**src/rtl/kernel_window_gen.sv**
```systemverilog
// Sliding KERNEL_H x KERNEL_W pixel window built from a column stream; refills at
// every row boundary, registered output with valid/ready, flags rows narrower than the kernel.
module kernel_window_gen #(
    parameter int DATA_WIDTH   = 8,
    parameter int KERNEL_W     = 3,
    parameter int KERNEL_H     = 3,
    parameter int COL_WIDTH    = DATA_WIDTH * KERNEL_H,
    parameter int OUTPUT_WIDTH = COL_WIDTH * KERNEL_W
) (
    input  logic                    clk,
    input  logic                    rst,
    input  logic [COL_WIDTH-1:0]    in_data,
    input  logic                    in_valid,
    input  logic                    in_last,
    output logic                    in_ready,
    output logic [OUTPUT_WIDTH-1:0] out_data,
    output logic                    out_valid,
    output logic                    out_last,
    input  logic                    out_ready,
    output logic                    short_row_err
);

    localparam int CNT_W = $clog2(KERNEL_W + 1);
    localparam logic [CNT_W:0] KW = (CNT_W + 1)'(KERNEL_W);

    typedef enum logic [1:0] {S_IDLE, S_FILL, S_STREAM} state_t;

    state_t                  state_reg, state_next;
    logic [CNT_W-1:0]        cnt_reg, cnt_next;
    logic [OUTPUT_WIDTH-1:0] out_data_reg, out_data_next;
    logic                    out_valid_reg, out_valid_next;
    logic                    out_last_reg, out_last_next;
    logic                    err_reg, err_next;
    logic [OUTPUT_WIDTH-1:0] shift_data;
    logic [CNT_W:0]          cnt_inc;
    logic                    acc;
    logic                    row_full;

    assign in_ready      = out_ready || !out_valid_reg;
    assign acc           = in_valid && in_ready;
    assign cnt_inc       = {1'b0, cnt_reg} + 1'b1;
    assign row_full      = (cnt_inc >= KW);
    assign out_data      = out_data_reg;
    assign out_valid     = out_valid_reg;
    assign out_last      = out_last_reg;
    assign short_row_err = err_reg;

    // Oldest column drops out at j=0; the new column enters at the top slot.
    genvar gi;
    generate
        for (gi = 0; gi < KERNEL_W; gi++) begin : g_shift
            if (gi == KERNEL_W - 1) begin : g_newest
                assign shift_data[gi*COL_WIDTH +: COL_WIDTH] = in_data;
            end else begin : g_older
                assign shift_data[gi*COL_WIDTH +: COL_WIDTH] =
                    out_data_reg[(gi+1)*COL_WIDTH +: COL_WIDTH];
            end
        end
    endgenerate

    always_comb begin
        state_next     = state_reg;
        cnt_next       = cnt_reg;
        out_data_next  = out_data_reg;
        out_valid_next = out_valid_reg;
        out_last_next  = out_last_reg;
        err_next       = 1'b0;
        if (acc) begin
            out_data_next  = shift_data;
            out_valid_next = row_full;
            out_last_next  = in_last && row_full;
            err_next       = in_last && !row_full;
            if (in_last) begin
                // Row end always restarts the fill, so no window straddles two rows.
                cnt_next   = '0;
                state_next = S_IDLE;
            end else if (row_full) begin
                cnt_next   = KW[CNT_W-1:0];
                state_next = S_STREAM;
            end else begin
                cnt_next   = cnt_inc[CNT_W-1:0];
                state_next = S_FILL;
            end
        end else if (out_ready) begin
            out_valid_next = 1'b0;
            out_last_next  = 1'b0;
        end
    end

    always_ff @(posedge clk or posedge rst) begin
        if (rst) begin
            state_reg     <= S_IDLE;
            cnt_reg       <= '0;
            out_data_reg  <= '0;
            out_valid_reg <= 1'b0;
            out_last_reg  <= 1'b0;
            err_reg       <= 1'b0;
        end else begin
            state_reg     <= state_next;
            cnt_reg       <= cnt_next;
            out_data_reg  <= out_data_next;
            out_valid_reg <= out_valid_next;
            out_last_reg  <= out_last_next;
            err_reg       <= err_next;
        end
    end

endmodule

```
**config.mk**
```make
export PLATFORM = sky130hd
export DESIGN_NAME = kernel_window_gen
export DESIGN_NICKNAME = d
export VERILOG_FILES = /design/src/rtl/kernel_window_gen.sv
export SDC_FILE = /design/constraint.sdc
export NUM_CORES = 1
export LEC_CHECK = 0
export CELL_PAD_IN_SITES_DETAIL_PLACEMENT = 2
export CELL_PAD_IN_SITES_GLOBAL_PLACEMENT = 2
export CORE_MARGIN = 5
export CORE_UTILIZATION = 33
export CTS_BUF_LIST = sky130_fd_sc_hd__clkbuf_4 sky130_fd_sc_hd__clkbuf_8 sky130_fd_sc_hd__clkbuf_16
export DETAILED_ROUTE_END_ITERATION = 10
export GPL_ROUTABILITY_DRIVEN = 0
export PLACE_DENSITY_LB_ADDON = 0.1
export SETUP_SLACK_MARGIN = 0.02
export SLEW_MARGIN = 20
export SYNTH_ARGS = -nofsm -noshare
export SYNTH_HDL_FRONTEND = slang
export SYNTH_SLANG_ARGS = --single-unit
```
**constraint.sdc**
```tcl
create_clock -name clk -period 6.55 [get_ports clk]
set_input_delay 1.965 -clock clk [delete_from_list [all_inputs] [get_ports clk]]
set_output_delay 1.965 -clock clk [all_outputs]
set_load 0.005 [all_outputs]
```
==> impl_metrics.py <==
metrics = {
    "setup_path": {
        "worstPathArrival_ps": 3100,
        "worstSetupStartpointType": "input pin",
        "r2r_slack_ps": 4380,
        "crit_fanout": 5,
        "reg2regPathDepth": 4,
        "critPathKind": "in -> out",
        "crit_path_end_kind": "primary output",
        "cp.required_ps": 4590,
    },
    "final_layout": {
        "drive_gt1_frac": 0.3263,
        "largest_register_ffs": 72,
        "final.fill_count": 879,
        "fin_nets": 310,
        "stdcell_area_um2": 4397,
        "area_delta_synth_final_pct": 42.32,
        "num_antenna_cells": 0,
    },
    "detailed_routing": {
        "postRouteWirelength_mm": 7.038,
        "firstDrtPassIters": 3,
        "drtAntennaViolNets": 0,
        "topRoutingLayerUsed": "met4",
        "num_vias": 1816,
        "drt_iter0_markers": 38,
        "dr_wl_met2_mm": 3.350,
        "wl_per_cell_um": 17.77,
        "drt-vias-per-instance": 4.586,
        "met1Wirelength_mm": 3.096,
        "routed-wl-met3_um": 522,
        "drcViolationCount": 0,
    },
    "clock_network": {
        "clock_path_buffers": 2,
        "postCtsSetupRepairBufs": 0,
        "cts_buffers": 9,
        "cts.root.buffer_cell": "clkbuf_8",
        "cts_tree": "done",
        "clock-sinks": 77,
        "clkTransAtPathRegs_ps": 80,
        "cts_hold_buf": 0,
        "post_cts_resized": 0,
        "clk-insertion-delay-late_ps": 340,
        "htree_levels": 3,
    },
    "floorplan": {
        "core_um2": 9196,
        "num_io_pins": 105,
        "rows": 35,
        "fp.dieH_um": 106.8,
        "initial_core_util": 0.3359,
        "dieArea_um2": 11400,
        "die_w_um": 106.8,
    },
    "placement": {
        "place_ws_ps": 1482,
        "port_buffers": 104,
        "placed_area_um2": 4213,
        "place_hpwl_mm": 4.899,
    },
    "sta": {
        "fin_hold_ws_ps": 513.4,
        "tightestPinTransition_ps": 917.8,
        "relSlewSlack": 0.3881,
        "rsz0062_at_grt": "no",
        "fmax_mhz": 197.3,
        "fin_setup_tns_ps": 0,
        "setup_viol_count_final": 0,
        "fin_crit_ps": 5069,
        "fin_ws_ps": 1481,
        "min_period_over_period": 0.7738,
        "fin_worst_skew_ps": 9.801,
        "final-hold-violation-count": 0,
        "timing_max_transition_violations_final": 0,
    },
    "run": {
        "max_cap_viol_count": 0,
    },
    "grt": {
        "grt_max_degree": 68,
        "antenna_found_initial": 0,
        "grt_pass1_vias": 2132,
        "gr-total-overflow": 0,
        "grt_util_all_layers": 0.1310,
        "grt_pass1_wl_mm": 11.68,
    },
    "synthesis": {
        "synth_compound_area_frac": 0.007290,
        "synth_area_per_cell_um2": 17.96,
        "yosys.area_share.xor_xnor": 0,
        "synth.area.mux_share": 0.3244,
        "synthAdderAreaFrac": 0,
        "synth_top_family_by_area": "multiplexers",
        "yosysWarningCount": 0,
        "syn_inst": 172,
        "yosys.area_share.simple": 0.01701,
        "ys_ff_latch": 77,
        "synth_nets": 201,
        "synth_seq_area_share": 0.6237,
        "ys_types": 15,
        "synth_area_um2": 3089,
    },
    "min_path": {
        "whs_path_depth": 1,
        "hold_class": "reg -> reg",
    },
    "pwr": {
        "power-per-cell-area_nw_per_um2": 408.5,
        "peakVddDrop_mv": 0.1357,
        "p_leak_nw": 1.960,
        "finalPower_mw": 1.796,
    },
    "run_status": {
        "status": "finished clean",
    },
}
[cell usage in the layout, fill, tap and decap left out, drive strengths merged]
cell type / Yosys / routed
clkinv: 0 / 4
a31oi: 2 / 2
o21ai: 1 / 1
nand3b: 1 / 1
buf: 8 / 2
nand2b: 2 / 2
mux2: 73 / 73
bufinv: 0 / 1
inv: 2 / 1
a21oi: 1 / 1
nand2: 4 / 4
dfrtp: 77 / 77
nor3b: 1 / 1
clkinvlp: 0 / 1
clkdlybuf4s50: 0 / 104
clkbuf: 0 / 10
[kinds of logic after synthesis]
family	Yosys count
AOI/OAI and AO/OA	4
buffers and inverters	10
muxes	73
and+or+nand+nor	8
DFF	77
[final timing paths]
| path | from | endpoint |
|---|---|---|
| setup / recovery | out_ready | in_ready |
| hold / removal | out_data[9]$_DFFE_PP0P_ | out_data[9]$_DFFE_PP0P_ |
| setup reg to reg | out_valid$_DFFE_PP0P_ | out_data[64]$_DFFE_PP0P_ |
| hold reg to reg | out_data[9]$_DFFE_PP0P_ | out_data[9]$_DFFE_PP0P_ |
| max in group asynchronous | rst | out_data[17]$_DFFE_PP0P_ |
| min in group asynchronous | rst | out_data[62]$_DFFE_PP0P_ |
[power by group]
part	internal (mW)	total, mW	switching, mW
Combinational	0.500	0.687	0.187
Sequential	0.643	0.764	0.120
Clock	0.176	0.345	0.169
[final cells by class]
| class | count | area [um^2] | area share |
|---|---|---|---|
| Tap cell | 111 | 138.9 | 0.03159 |
| Sequential cell | 77 | 1927 | 0.4382 |
| Clock inverter | 5 | 52.55 | 0.01195 |
| Timing Repair Buffer | 106 | 1056 | 0.2402 |
| Clock buffer | 10 | 131.4 | 0.02988 |
| Inverter | 2 | 8.758 | 0.001992 |
| Multi-Input combinational cell | 85 | 1082 | 0.2462 |
[cells in the mapped netlist, drive strengths merged]
master  number  area [um^2]
dfrtp       77         1927
mux2        73         1002
buf          8        77.57
nand2        4        17.52
a31oi        2        12.51
inv          2        7.510
nand2b       2        20.02
a21oi        1        5.000
nand3b       1        7.510
nor3b        1        7.510
o21ai        1        5.000
[critical path, cell delays in order]
cell and delay, ps:
clkdlybuf4s50_1 470, nand2b_4 160, clkdlybuf4s50_1 510
[stage by stage]
stage / instances / utilization
floorplan: 172 / -
global placement: 381 / 0.4581
detailed placement: 381 / 0.4581
CTS: 396 / 0.4781
global route: 396 / 0.4781
finish: 396 / 0.4781
[metal layers]
metal | vias to the layer above | track usage
met2 | 62 | 0.1965
li1 | 817 | -
met3 | 8 | 0.04576
met4 | 0 | 0.05479
met1 | 929 | 0.1720
met5 | - | 0
No activity file was read; power rests on OpenSTA's default activity.
